<file path="src/rtl/sum_mod_vec_if.sv">
// -----------------------------------------------------------------------------
// sum_mod_vec_if
//   Handshake bundle for the element-wise modular vector adder.
//   Input side : per-channel valid/ready beats carrying one element each.
//   Output side: one reduced element per out_valid/out_ready handshake.
// Signals
//   in_valid  [N_CH]         producer -> adder, per-channel beat valid
//   in_data   [N_CH*DATA_W]  producer -> adder, channel c at [c*DATA_W +: DATA_W]
//   in_ready  [N_CH]         adder -> producer, per-channel ready
//   out_valid                adder -> consumer, result element valid
//   out_ready                consumer -> adder, result element accepted
//   out_data  [DATA_W]       adder -> consumer, reduced element (< MODULUS)
//   out_index [IDX_W]        adder -> consumer, element position in the vector
//   out_last                 adder -> consumer, final element of the vector
// Modports: master = producer/consumer side, slave = adder side.
// -----------------------------------------------------------------------------
interface sum_mod_vec_if #(
    parameter int N_CH   = 4,
    parameter int DATA_W = 9,
    parameter int IDX_W  = 3
);
    logic [N_CH-1:0]        in_valid;
    logic [N_CH*DATA_W-1:0] in_data;
    logic [N_CH-1:0]        in_ready;
    logic                   out_valid;
    logic                   out_ready;
    logic [DATA_W-1:0]      out_data;
    logic [IDX_W-1:0]       out_index;
    logic                   out_last;

    modport master (
        output in_valid, in_data, out_ready,
        input  in_ready, out_valid, out_data, out_index, out_last
    );

    modport slave (
        input  in_valid, in_data, out_ready,
        output in_ready, out_valid, out_data, out_index, out_last
    );
endinterface

</file>
<file path="src/rtl/sum_mod_vec.sv">
// -----------------------------------------------------------------------------
// sum_mod_vec
//   Element-wise modular vector adder. N_CH channels each deliver one
//   VEC_LEN-element vector; element i of the result is the sum over channels
//   of element i, reduced mod MODULUS, streamed out with valid/ready.
//   Flow: COLLECT (accumulate beats) -> REDUCE (one compare-subtract per
//   cycle) -> OUTPUT (stream elements) -> COLLECT.
// Ports
//   clk    in   rising-edge clock
//   rst_n  in   asynchronous active-low reset
//   flush  in   synchronous abort: drop the current vector, back to COLLECT
//   bus    slave modport of sum_mod_vec_if (input beats / result stream)
//   busy   out  high while reducing or streaming the result
// The interface instance must be built with the same N_CH, DATA_W and
// IDX_W = $clog2(VEC_LEN+1).
// -----------------------------------------------------------------------------
module sum_mod_vec #(
    parameter int N_CH    = 4,
    parameter int VEC_LEN = 6,
    parameter int DATA_W  = 9,
    parameter int MODULUS = 509
) (
    input  logic         clk,
    input  logic         rst_n,
    input  logic         flush,
    sum_mod_vec_if.slave bus,
    output logic         busy
);
    // One spare bit over the N_CH*(2**DATA_W-1) worst case.
    localparam int ACC_W = DATA_W + $clog2(N_CH) + 1;
    localparam int IDX_W = $clog2(VEC_LEN + 1);

    localparam logic [ACC_W-1:0] MOD_A  = ACC_W'(MODULUS);
    localparam logic [IDX_W-1:0] LEN_I  = IDX_W'(VEC_LEN);
    localparam logic [IDX_W-1:0] LAST_I = IDX_W'(VEC_LEN - 1);

    typedef enum logic [1:0] {S_COLLECT, S_REDUCE, S_OUTPUT} state_t;

    state_t           r_state;
    state_t           w_state_nxt;

    logic [ACC_W-1:0] r_acc [VEC_LEN];
    logic [IDX_W-1:0] r_cnt [N_CH];
    logic [IDX_W-1:0] r_ridx;
    logic [IDX_W-1:0] r_oidx;

    logic [N_CH-1:0]   w_ready;
    logic [N_CH-1:0]   w_take;
    logic              w_all_full;
    logic [ACC_W-1:0]  w_add [VEC_LEN];
    logic [ACC_W-1:0]  w_racc;
    logic [DATA_W-1:0] w_odata;
    logic              w_out_fire;
    logic              w_done;

    // Per-channel ready / accept, and "every channel has its full vector".
    always_comb begin
        w_ready    = '0;
        w_take     = '0;
        w_all_full = 1'b1;
        for (int c = 0; c < N_CH; c++) begin
            w_ready[c] = (r_state == S_COLLECT) && (r_cnt[c] < LEN_I);
            w_take[c]  = w_ready[c] && bus.in_valid[c];
            if (r_cnt[c] != LEN_I) w_all_full = 1'b0;
        end
    end

    // Channels advance independently, so several may land on the same
    // element in one cycle; sum every contribution per element.
    always_comb begin
        for (int i = 0; i < VEC_LEN; i++) begin
            w_add[i] = '0;
            for (int c = 0; c < N_CH; c++) begin
                if (w_take[c] && (r_cnt[c] == IDX_W'(i)))
                    w_add[i] = w_add[i] + ACC_W'(bus.in_data[c*DATA_W +: DATA_W]);
            end
        end
    end

    // Read muxes for the element under reduction and the element on output.
    // After reduction every accumulator is < MODULUS, so DATA_W bits hold it.
    always_comb begin
        w_racc  = '0;
        w_odata = '0;
        for (int i = 0; i < VEC_LEN; i++) begin
            if (r_ridx == IDX_W'(i)) w_racc  = r_acc[i];
            if (r_oidx == IDX_W'(i)) w_odata = r_acc[i][DATA_W-1:0];
        end
    end

    assign w_out_fire = (r_state == S_OUTPUT) && bus.out_ready;
    assign w_done     = w_out_fire && (r_oidx == LAST_I);

    // State register
    always_ff @(posedge clk or negedge rst_n) begin
        if (!rst_n) r_state <= S_COLLECT;
        else        r_state <= w_state_nxt;
    end

    // Next-state logic
    always_comb begin
        w_state_nxt = r_state;
        case (r_state)
            S_COLLECT: if (w_all_full) w_state_nxt = S_REDUCE;
            // Leave only once the last element is fully reduced.
            S_REDUCE:  if ((w_racc < MOD_A) && (r_ridx == LAST_I)) w_state_nxt = S_OUTPUT;
            S_OUTPUT:  if (w_done) w_state_nxt = S_COLLECT;
            default:   w_state_nxt = S_COLLECT;
        endcase
        if (flush) w_state_nxt = S_COLLECT;
    end

    // Accumulators, channel counters and indices
    always_ff @(posedge clk or negedge rst_n) begin
        if (!rst_n) begin
            for (int i = 0; i < VEC_LEN; i++) r_acc[i] <= '0;
            for (int c = 0; c < N_CH; c++)    r_cnt[c] <= '0;
            r_ridx <= '0;
            r_oidx <= '0;
        end else if (flush || w_done) begin
            // Flush overrides any handshake in the same cycle.
            for (int i = 0; i < VEC_LEN; i++) r_acc[i] <= '0;
            for (int c = 0; c < N_CH; c++)    r_cnt[c] <= '0;
            r_ridx <= '0;
            r_oidx <= '0;
        end else begin
            case (r_state)
                S_COLLECT: begin
                    for (int i = 0; i < VEC_LEN; i++) r_acc[i] <= r_acc[i] + w_add[i];
                    for (int c = 0; c < N_CH; c++)
                        if (w_take[c]) r_cnt[c] <= r_cnt[c] + IDX_W'(1);
                    r_ridx <= '0;
                end
                S_REDUCE: begin
                    if (w_racc >= MOD_A) begin
                        for (int i = 0; i < VEC_LEN; i++)
                            if (r_ridx == IDX_W'(i)) r_acc[i] <= w_racc - MOD_A;
                    end else if (r_ridx != LAST_I) begin
                        r_ridx <= r_ridx + IDX_W'(1);
                    end
                end
                S_OUTPUT: begin
                    if (w_out_fire) r_oidx <= r_oidx + IDX_W'(1);
                end
                default: ;
            endcase
        end
    end

    assign bus.in_ready  = w_ready;
    assign bus.out_valid = (r_state == S_OUTPUT);
    assign bus.out_data  = w_odata;
    assign bus.out_index = r_oidx;
    assign bus.out_last  = (r_state == S_OUTPUT) && (r_oidx == LAST_I);
    assign busy          = (r_state != S_COLLECT);

endmodule

</file>
<file path="src/flat_wrapper.sv">
// flat-port wrapper written by rule: the top's interface ports become plain ports
module sum_mod_vec_flat 
#(
    parameter int N_CH    = 4,
    parameter int VEC_LEN = 6,
    parameter int DATA_W  = 9,
    parameter int MODULUS = 509
)
  (clk, rst_n, flush, busy, bus_in_valid, bus_in_data, bus_out_ready, bus_in_ready, bus_out_valid, bus_out_data, bus_out_index, bus_out_last);
  sum_mod_vec_if #(.N_CH(N_CH), .DATA_W(DATA_W), .IDX_W(($clog2(VEC_LEN + 1)))) bus_i ();
  input  logic clk;
  input  logic rst_n;
  input  logic flush;
  output logic busy;
  input wire logic [$bits(bus_i.in_valid)-1:0] bus_in_valid;
  input wire logic [$bits(bus_i.in_data)-1:0] bus_in_data;
  input wire logic [$bits(bus_i.out_ready)-1:0] bus_out_ready;
  output wire logic [$bits(bus_i.in_ready)-1:0] bus_in_ready;
  output wire logic [$bits(bus_i.out_valid)-1:0] bus_out_valid;
  output wire logic [$bits(bus_i.out_data)-1:0] bus_out_data;
  output wire logic [$bits(bus_i.out_index)-1:0] bus_out_index;
  output wire logic [$bits(bus_i.out_last)-1:0] bus_out_last;
  assign bus_i.in_valid = bus_in_valid;
  assign bus_i.in_data = bus_in_data;
  assign bus_i.out_ready = bus_out_ready;
  assign bus_in_ready = bus_i.in_ready;
  assign bus_out_valid = bus_i.out_valid;
  assign bus_out_data = bus_i.out_data;
  assign bus_out_index = bus_i.out_index;
  assign bus_out_last = bus_i.out_last;
  sum_mod_vec #(.N_CH(N_CH), .VEC_LEN(VEC_LEN), .DATA_W(DATA_W), .MODULUS(MODULUS)) u_core (.clk(clk), .rst_n(rst_n), .flush(flush), .bus(bus_i), .busy(busy));
endmodule
</file>
<file path="config.mk">
export PLATFORM = sky130hd
export DESIGN_NAME = sum_mod_vec_flat
export DESIGN_NICKNAME = d
export VERILOG_FILES = /design/src/rtl/sum_mod_vec_if.sv /design/src/rtl/sum_mod_vec.sv /design/src/flat_wrapper.sv
export SDC_FILE = /design/constraint.sdc
export NUM_CORES = 1
export LEC_CHECK = 0
export CAP_MARGIN = 30
export CORE_UTILIZATION = 25
export DETAILED_ROUTE_END_ITERATION = 8
export SYNTH_ARGS = -nofsm -noshare
export SYNTH_HDL_FRONTEND = slang
export SYNTH_SLANG_ARGS = --single-unit
</file>
<file path="constraint.sdc">
create_clock -name clk -period 7.05 [get_ports clk]
set_input_delay 1.41 -clock clk [delete_from_list [all_inputs] [get_ports clk]]
set_output_delay 1.41 -clock clk [all_outputs]
set_load 0.005 [all_outputs]
</file>
==> After elaboration in Yosys (flattened, before gate mapping) <==
Cells that the tools add are included.
{ "totals": {"regBits": 92, "input_bits": 44, "out_inout_bits": 19} }
{ "classes": {"addsub": 31, "order_cmp": 6, "eq_ne": 49, "muxes": 67, "n_reduce_logical": 66} }
{ "op_table": {"columns": ["cell", "count"], "rows": [
  ["$mux W12", 32],
  ["$add A12 B9 Y12", 12],
  ["$mux W72", 2],
  ["$pmux W72 S2", 1],
  ["$mux W9", 12],
  ["$add A12 B12 Y12", 6],
  ["$add A9 B9 Y10", 6],
  ["$eq A3 B2 Y1 const B", 12],
  ["$eq A3 B3 Y1 const B", 12],
  ["$logic_and A1 B1 Y1", 36],
  ["$mux W3", 10],
  ["$ne A3 B1 Y1 const B", 8],
  ["$reduce_and A3 Y1", 8],
  ["$add A3 B1 Y3 const B", 6],
  ["$eq A3 B1 Y1 const B", 6],
  ["$logic_not A3 Y1", 6],
  ["$reduce_bool A2 Y1", 8],
  ["$ne A3 B3 Y1 const B", 5],
  ["$ge A12 B9 Y1 const B", 1],
  ["$lt A12 B9 Y1 const B", 1],
  ["$lt A3 B3 Y1 const B", 4],
  ["$ne A3 B2 Y1 const B", 4],
  ["$sub A12 B9 Y12 const B", 1],
  ["$reduce_and A2 Y1", 5],
  ["9 further kinds", 15]
]} }

==> Depth between registers and ports, before layout <==
{ "depth": {"depth_word": 14, "ltp_mapped": 37, "ltp_nobuf": 36} }

==> Worst setup path before layout <==
Ideal clock, no wire load.
{ "synth_path": {"path_kind": "input-to-reg", "startpoint": "input port bus_in_valid[0]", "endpoint": "register u_core.r_acc[47] (netlist name)", "t_arrival_ns": 7.762, "required_ns": 6.929, "slack_ns": -0.833, "path_stages": 35, "path_buffers": 4, "path_cell_list": "buf_2 > nor4b_2 > buf_4 > clkbuf_1 > clkbuf_1 > and3_1 > ha_1 > fa_1 > maj3_1 > nand4_1 > o211ai_1 > maj3_1 > a21oi_1 > xor2_1 > o21ai_0 > ha_1 > or3_1 > o21a_1 > a21oi_1 > xor2_1 > nor2_1 > a21o_1 > ha_1 > a21oi_1 > a21oi_1 > a21o_1 > xor2_1 > xnor2_1 > ha_1 > nor3_1 > nor2_1 > o41ai_1 > xor2_1 > a21oi_1 > o22a_1"} }
{ "synth_between": {"elab_chain_len": 12} }
{ "synth_rtl": {"columns": ["element", "line_no", "text"], "rows": [
  ["start: declaration", "flat_wrapper.sv:15", "input wire logic [$bits(bus_i.in_valid)-1:0] bus_in_valid;"],
  ["$logic_and A1 B1 Y1 (*)", "sum_mod_vec.sv:63", "w_take[c] = w_ready[c] && bus.in_valid[c];"],
  ["$logic_and A1 B1 Y1 (*)", "sum_mod_vec.sv:74", "if (w_take[c] && (r_cnt[c] == IDX_W'(i)))"],
  ["$mux W9 (*)", "sum_mod_vec.sv:74", null],
  ["$add A9 B9 Y10", "sum_mod_vec.sv:75", "w_add[i] = w_add[i] + ACC_W'(bus.in_data[c*DATA_W +: DATA_W]);"],
  ["$mux W12 (*)", "sum_mod_vec.sv:74", null],
  ["$add A12 B9 Y12", "sum_mod_vec.sv:75", null],
  ["$mux W12 (*)", "sum_mod_vec.sv:74", null],
  ["$add A12 B9 Y12", "sum_mod_vec.sv:75", null],
  ["$mux W12 (*)", "sum_mod_vec.sv:74", null],
  ["$add A12 B12 Y12 (*)", "sum_mod_vec.sv:129", "for (int i = 0; i < VEC_LEN; i++) r_acc[i] <= r_acc[i] + w_add[i];"],
  ["$pmux W72 S2 (*)", "sum_mod_vec.sv:127", "case (r_state)"],
  ["$mux W72 (*)", "sum_mod_vec.sv:120", "end else if (flush || w_done) begin"],
  ["end signal: indexed assignment", "sum_mod_vec.sv:137", "if (r_ridx == IDX_W'(i)) r_acc[i] <= w_racc - MOD_A;"],
  ["end: declaration", "sum_mod_vec.sv:42", "logic [ACC_W-1:0] r_acc [VEC_LEN];"]
]} }
Mark *: on every way between the ends. The rest lies on a longest branch, timed or not.
A chain may end at the register's enable or synchronous reset.

==> Worst setup path after layout <==
{ "layout_path": {"startpoint": "input port bus_in_valid[0]", "endpoint": "register u_core.r_acc[11] (netlist name)"} }
The elaborated chain is that of the path after synthesis.

==> impl_metrics.env <==
export IMPL_status="finished, violations left"
export IMPL_violations="setup timing"
export IMPL_whs_path_depth=2
export IMPL_overflow=0
export IMPL_fin_crit_ns=7.10
export IMPL_cp_end_kind="register"
export IMPL_slowest_delay_ns=0.50
export IMPL_worstPathMaxFanout=4
export IMPL_clk_pin_slew_ns=0.09
export IMPL_final_common_cell="buf_4"
export IMPL_yosysWarnings=0
export IMPL_final_hold_violation_count=0
export IMPL_routedWlPerCell_um=17.6
export IMPL_initialDrtViolationCount=1714
export IMPL_start_kind="primary input"
export IMPL_synth_flop_cell="dfrtp_1"
export IMPL_hold_class="reg2reg"
export IMPL_layout_common_cells="buf_4, nand2_1, nor2_1"
export IMPL_nets=3324
export IMPL_path_buf_inv=2
export IMPL_ys_ff_latch=92
export IMPL_place_hpwl_mm=54.9
export IMPL_grt_usage=0.179
export IMPL_cp_slowest_cell="or4b_4"
export IMPL_clock_sinks=92
export IMPL_worst_hold_path_endpoint="u_core.r_acc[45]$_DFFE_PN0P_"
export IMPL_regToRegEndpoint="u_core.r_acc[11]$_DFFE_PN0P_"
export IMPL_clock_skew_ns=0.0180
export IMPL_place_ws_ns=-0.987
export IMPL_cts_root_buf="clkbuf_16"
export IMPL_r2r_cells=31
export IMPL_critPathKind="in2reg"
export IMPL_antenna_found_initial=2
export IMPL_row_count=99
export IMPL_drtPass1Iterations=5
export IMPL_syn_to_final_growth_pct=41.1
export IMPL_htreeDepth=3
export IMPL_max_cap_viol_count=0
export IMPL_coreArea_um2=73000
export IMPL_gp_congestion=0.942
export IMPL_fin_ws_ns=-0.0539
export IMPL_ant_nets=0
export IMPL_syn_cell_area_um2=18400
export IMPL_nFillCells=7511
export IMPL_initial_core_util=0.252
export IMPL_crit_reg2reg_launch="u_core.r_state[1]$_DFFE_PN0P_"
export IMPL_ys_async_sr_fraction=1.00
export IMPL_crit_family="simple AND/OR/NAND/NOR gates"
export IMPL_grt_pass1_vias=18819
export IMPL_drc=0
export IMPL_dpl_cell_count=3894
export IMPL_vias_per_cell=5.11
export IMPL_ir_worst_vdd_mv=0.138
export IMPL_fin_crit_sh=1.01
export IMPL_ys_seq_area_frac=0.125
export IMPL_setup_tns_ns=-0.0833
export IMPL_die_y_um=273
export IMPL_grt_max_degree=52
export IMPL_routed_wl_mm=69.8
export IMPL_critPathArrivalTime_ns=7.36
export IMPL_cts_hold_buffers=0
export IMPL_synthCells=2480
export IMPL_synth_edf_count=0
export IMPL_fmax_mhz=141
export IMPL_cts_made_buffers=9
export IMPL_die_area_um2=74800
export IMPL_power_density_nw_per_um2=134
export IMPL_cts_tree="done"
export IMPL_grt_setup_unrepaired="yes"
export IMPL_syn_avg_cell_area_um2=7.43
export IMPL_setup_viol_count_final=3
export IMPL_drive_above_1_share=0.296
export IMPL_hold_path_startpoint="u_core.r_acc[45]$_DFFE_PN0P_"
export IMPL_syn_nets=2801
export IMPL_stdcell_count=3966
export IMPL_vias=20266
export IMPL_max_slew_worst_pin_slew_ns=1.05
export IMPL_clk_latency_ns=0.38
export IMPL_r2r_slack_ns=0.43
export IMPL_cts_path_max_buffers=2
export IMPL_io_pins=63
export IMPL_diodes=0
export IMPL_fp_dieW_um=273
export IMPL_worst_ep_required_time_ns=7.31
export IMPL_p_leak_nw=11.7
export IMPL_relSlewSlack=0.290
export IMPL_grt_pass1_wl_mm=106
export IMPL_io_buffers=62
export IMPL_ys_types=89
export IMPL_maxSlewViolCount=0
through the flow:
step	utilization	power, mW	instance area (µm²)	hold slack, ns
after detailed placement	0.331	2.72	24100	0.535
after global routing	0.356	3.71	26000	0.586
after CTS	0.341	3.33	24900	0.554
final	0.356	3.48	26000	0.564
after floorplan	-	1.89	19000	0.475
after global placement	0.331	2.70	24100	0.532
state kept, by name (all words and copies together), names as in the netlist:
signal and flops:
u_core.r_acc 72, u_core.r_cnt 12, u_core.bus.out_index 3, u_core.r_ridx 3
u_core.r_state 2
how the worst max path moves through the flow:
| stage | cells past startpoint | end | startpoint | slack, ns |
|---|---|---|---|---|
| finish | 32 | u_core.r_acc[11]$_DFFE_PN0P_ | bus_in_valid[0] | -0.05 |
| global route | 32 | u_core.r_acc[11]$_DFFE_PN0P_ | bus_in_valid[0] | -0.32 |
| CTS | 32 | u_core.r_acc[11]$_DFFE_PN0P_ | bus_in_valid[0] | -0.05 |
| detailed placement | 34 | u_core.r_acc[11]$_DFFE_PN0P_ | bus_in_valid[0] | -0.99 |
| global placement | 34 | u_core.r_acc[11]$_DFFE_PN0P_ | bus_in_valid[0] | -0.90 |
| floorplan | 33 | u_core.r_acc[11]$_DFFE_PN0P_ | bus_in_valid[0] | -0.35 |
final cells by class:
class | instances | area (µm²) | share of cell area
clock buffer | 9 | 225 | 0.00867
clock inverter | 6 | 93.8 | 0.00361
inverter | 120 | 450 | 0.0173
multi-input combinational | 2161 | 16800 | 0.647
sequential | 92 | 2300 | 0.0886
tap | 959 | 1200 | 0.0462
timing repair buffer | 619 | 4890 | 0.188
synth_stat cells, types with 6 or more instances:
cell type	count	share of area
nand3_1	53	0.014
nor2b_1	52	0.018
and2_1	36	0.012
nand3b_1	20	0.0082
or3_1	19	0.0065
nand4b_1	6	0.0029
inv_1	120	0.024
a221oi_1	7	0.0033
a211oi_1	26	0.011
o22ai_1	10	0.0034
clkbuf_1	70	0.014
o21ai_0	186	0.051
maj3_1	13	0.0071
o41ai_1	12	0.0057
and3_1	42	0.014
ha_1	253	0.17
o21a_1	37	0.015
buf_2	29	0.0079
a211o_1	8	0.0038
a21oi_1	169	0.046
mux2_2	49	0.030
a22oi_1	17	0.0069
xnor2_1	134	0.064
nand2_1	283	0.058
mux2i_1	24	0.013
nor2_1	218	0.044
xor2_1	60	0.029
a41oi_1	7	0.0033
o31ai_1	51	0.021
a21o_1	50	0.020
nor3_1	62	0.017
a31oi_1	36	0.012
fa_1	24	0.026
o21ai_1	16	0.0043
nand2b_1	24	0.0082
a21boi_0	15	0.0061
nand4_1	8	0.0027
o21bai_1	8	0.0033
o211ai_1	26	0.011
dfrtp_1	92	0.12
per-layer routing:
layer / global-route usage / up-vias / wire [µm]
met4: 0.0516 / 4 / 1930
met5: 0 / - / 16
met3: 0.0207 / 102 / 3830
met1: 0.250 / 9525 / 32800
met2: 0.287 / 629 / 31200
li1: - / 10006 / -
worst min-delay path, cell delays in order (launching register included):
cell	delay [ns]
dfrtp_1	0.40
nand2_1	0.06
o21ai_0	0.06
cell families (layout without fill, tap and decap cells):
kind of cell / after synthesis / after routing / share of synthesized area
buffers and inverters: 227 / 754 / 0.0499
muxes: 73 / 73 / 0.0430
xor gates and xnor gates: 194 / 194 / 0.0922
adders and majority gates: 290 / 290 / 0.205
AOI/OAI and AO/OA: 744 / 744 / 0.260
and+or+nand+nor: 860 / 860 / 0.225
DFF: 92 / 92 / 0.125
timing repair:
item | 4_1_cts | 5_1_grt
endpoints found under the setup margin | 30 | 24
resized for setup | 62 | 182
buffers inserted | 24 | 33
pin swaps | 81 | 153
report_power, final:
group	internal, mW	switching, mW
Combinational	1.10	1.10
Sequential	0.592	0.109
Clock	0.314	0.261
Total	2.01	1.47
No activity file was read; power rests on OpenSTA's default activity.
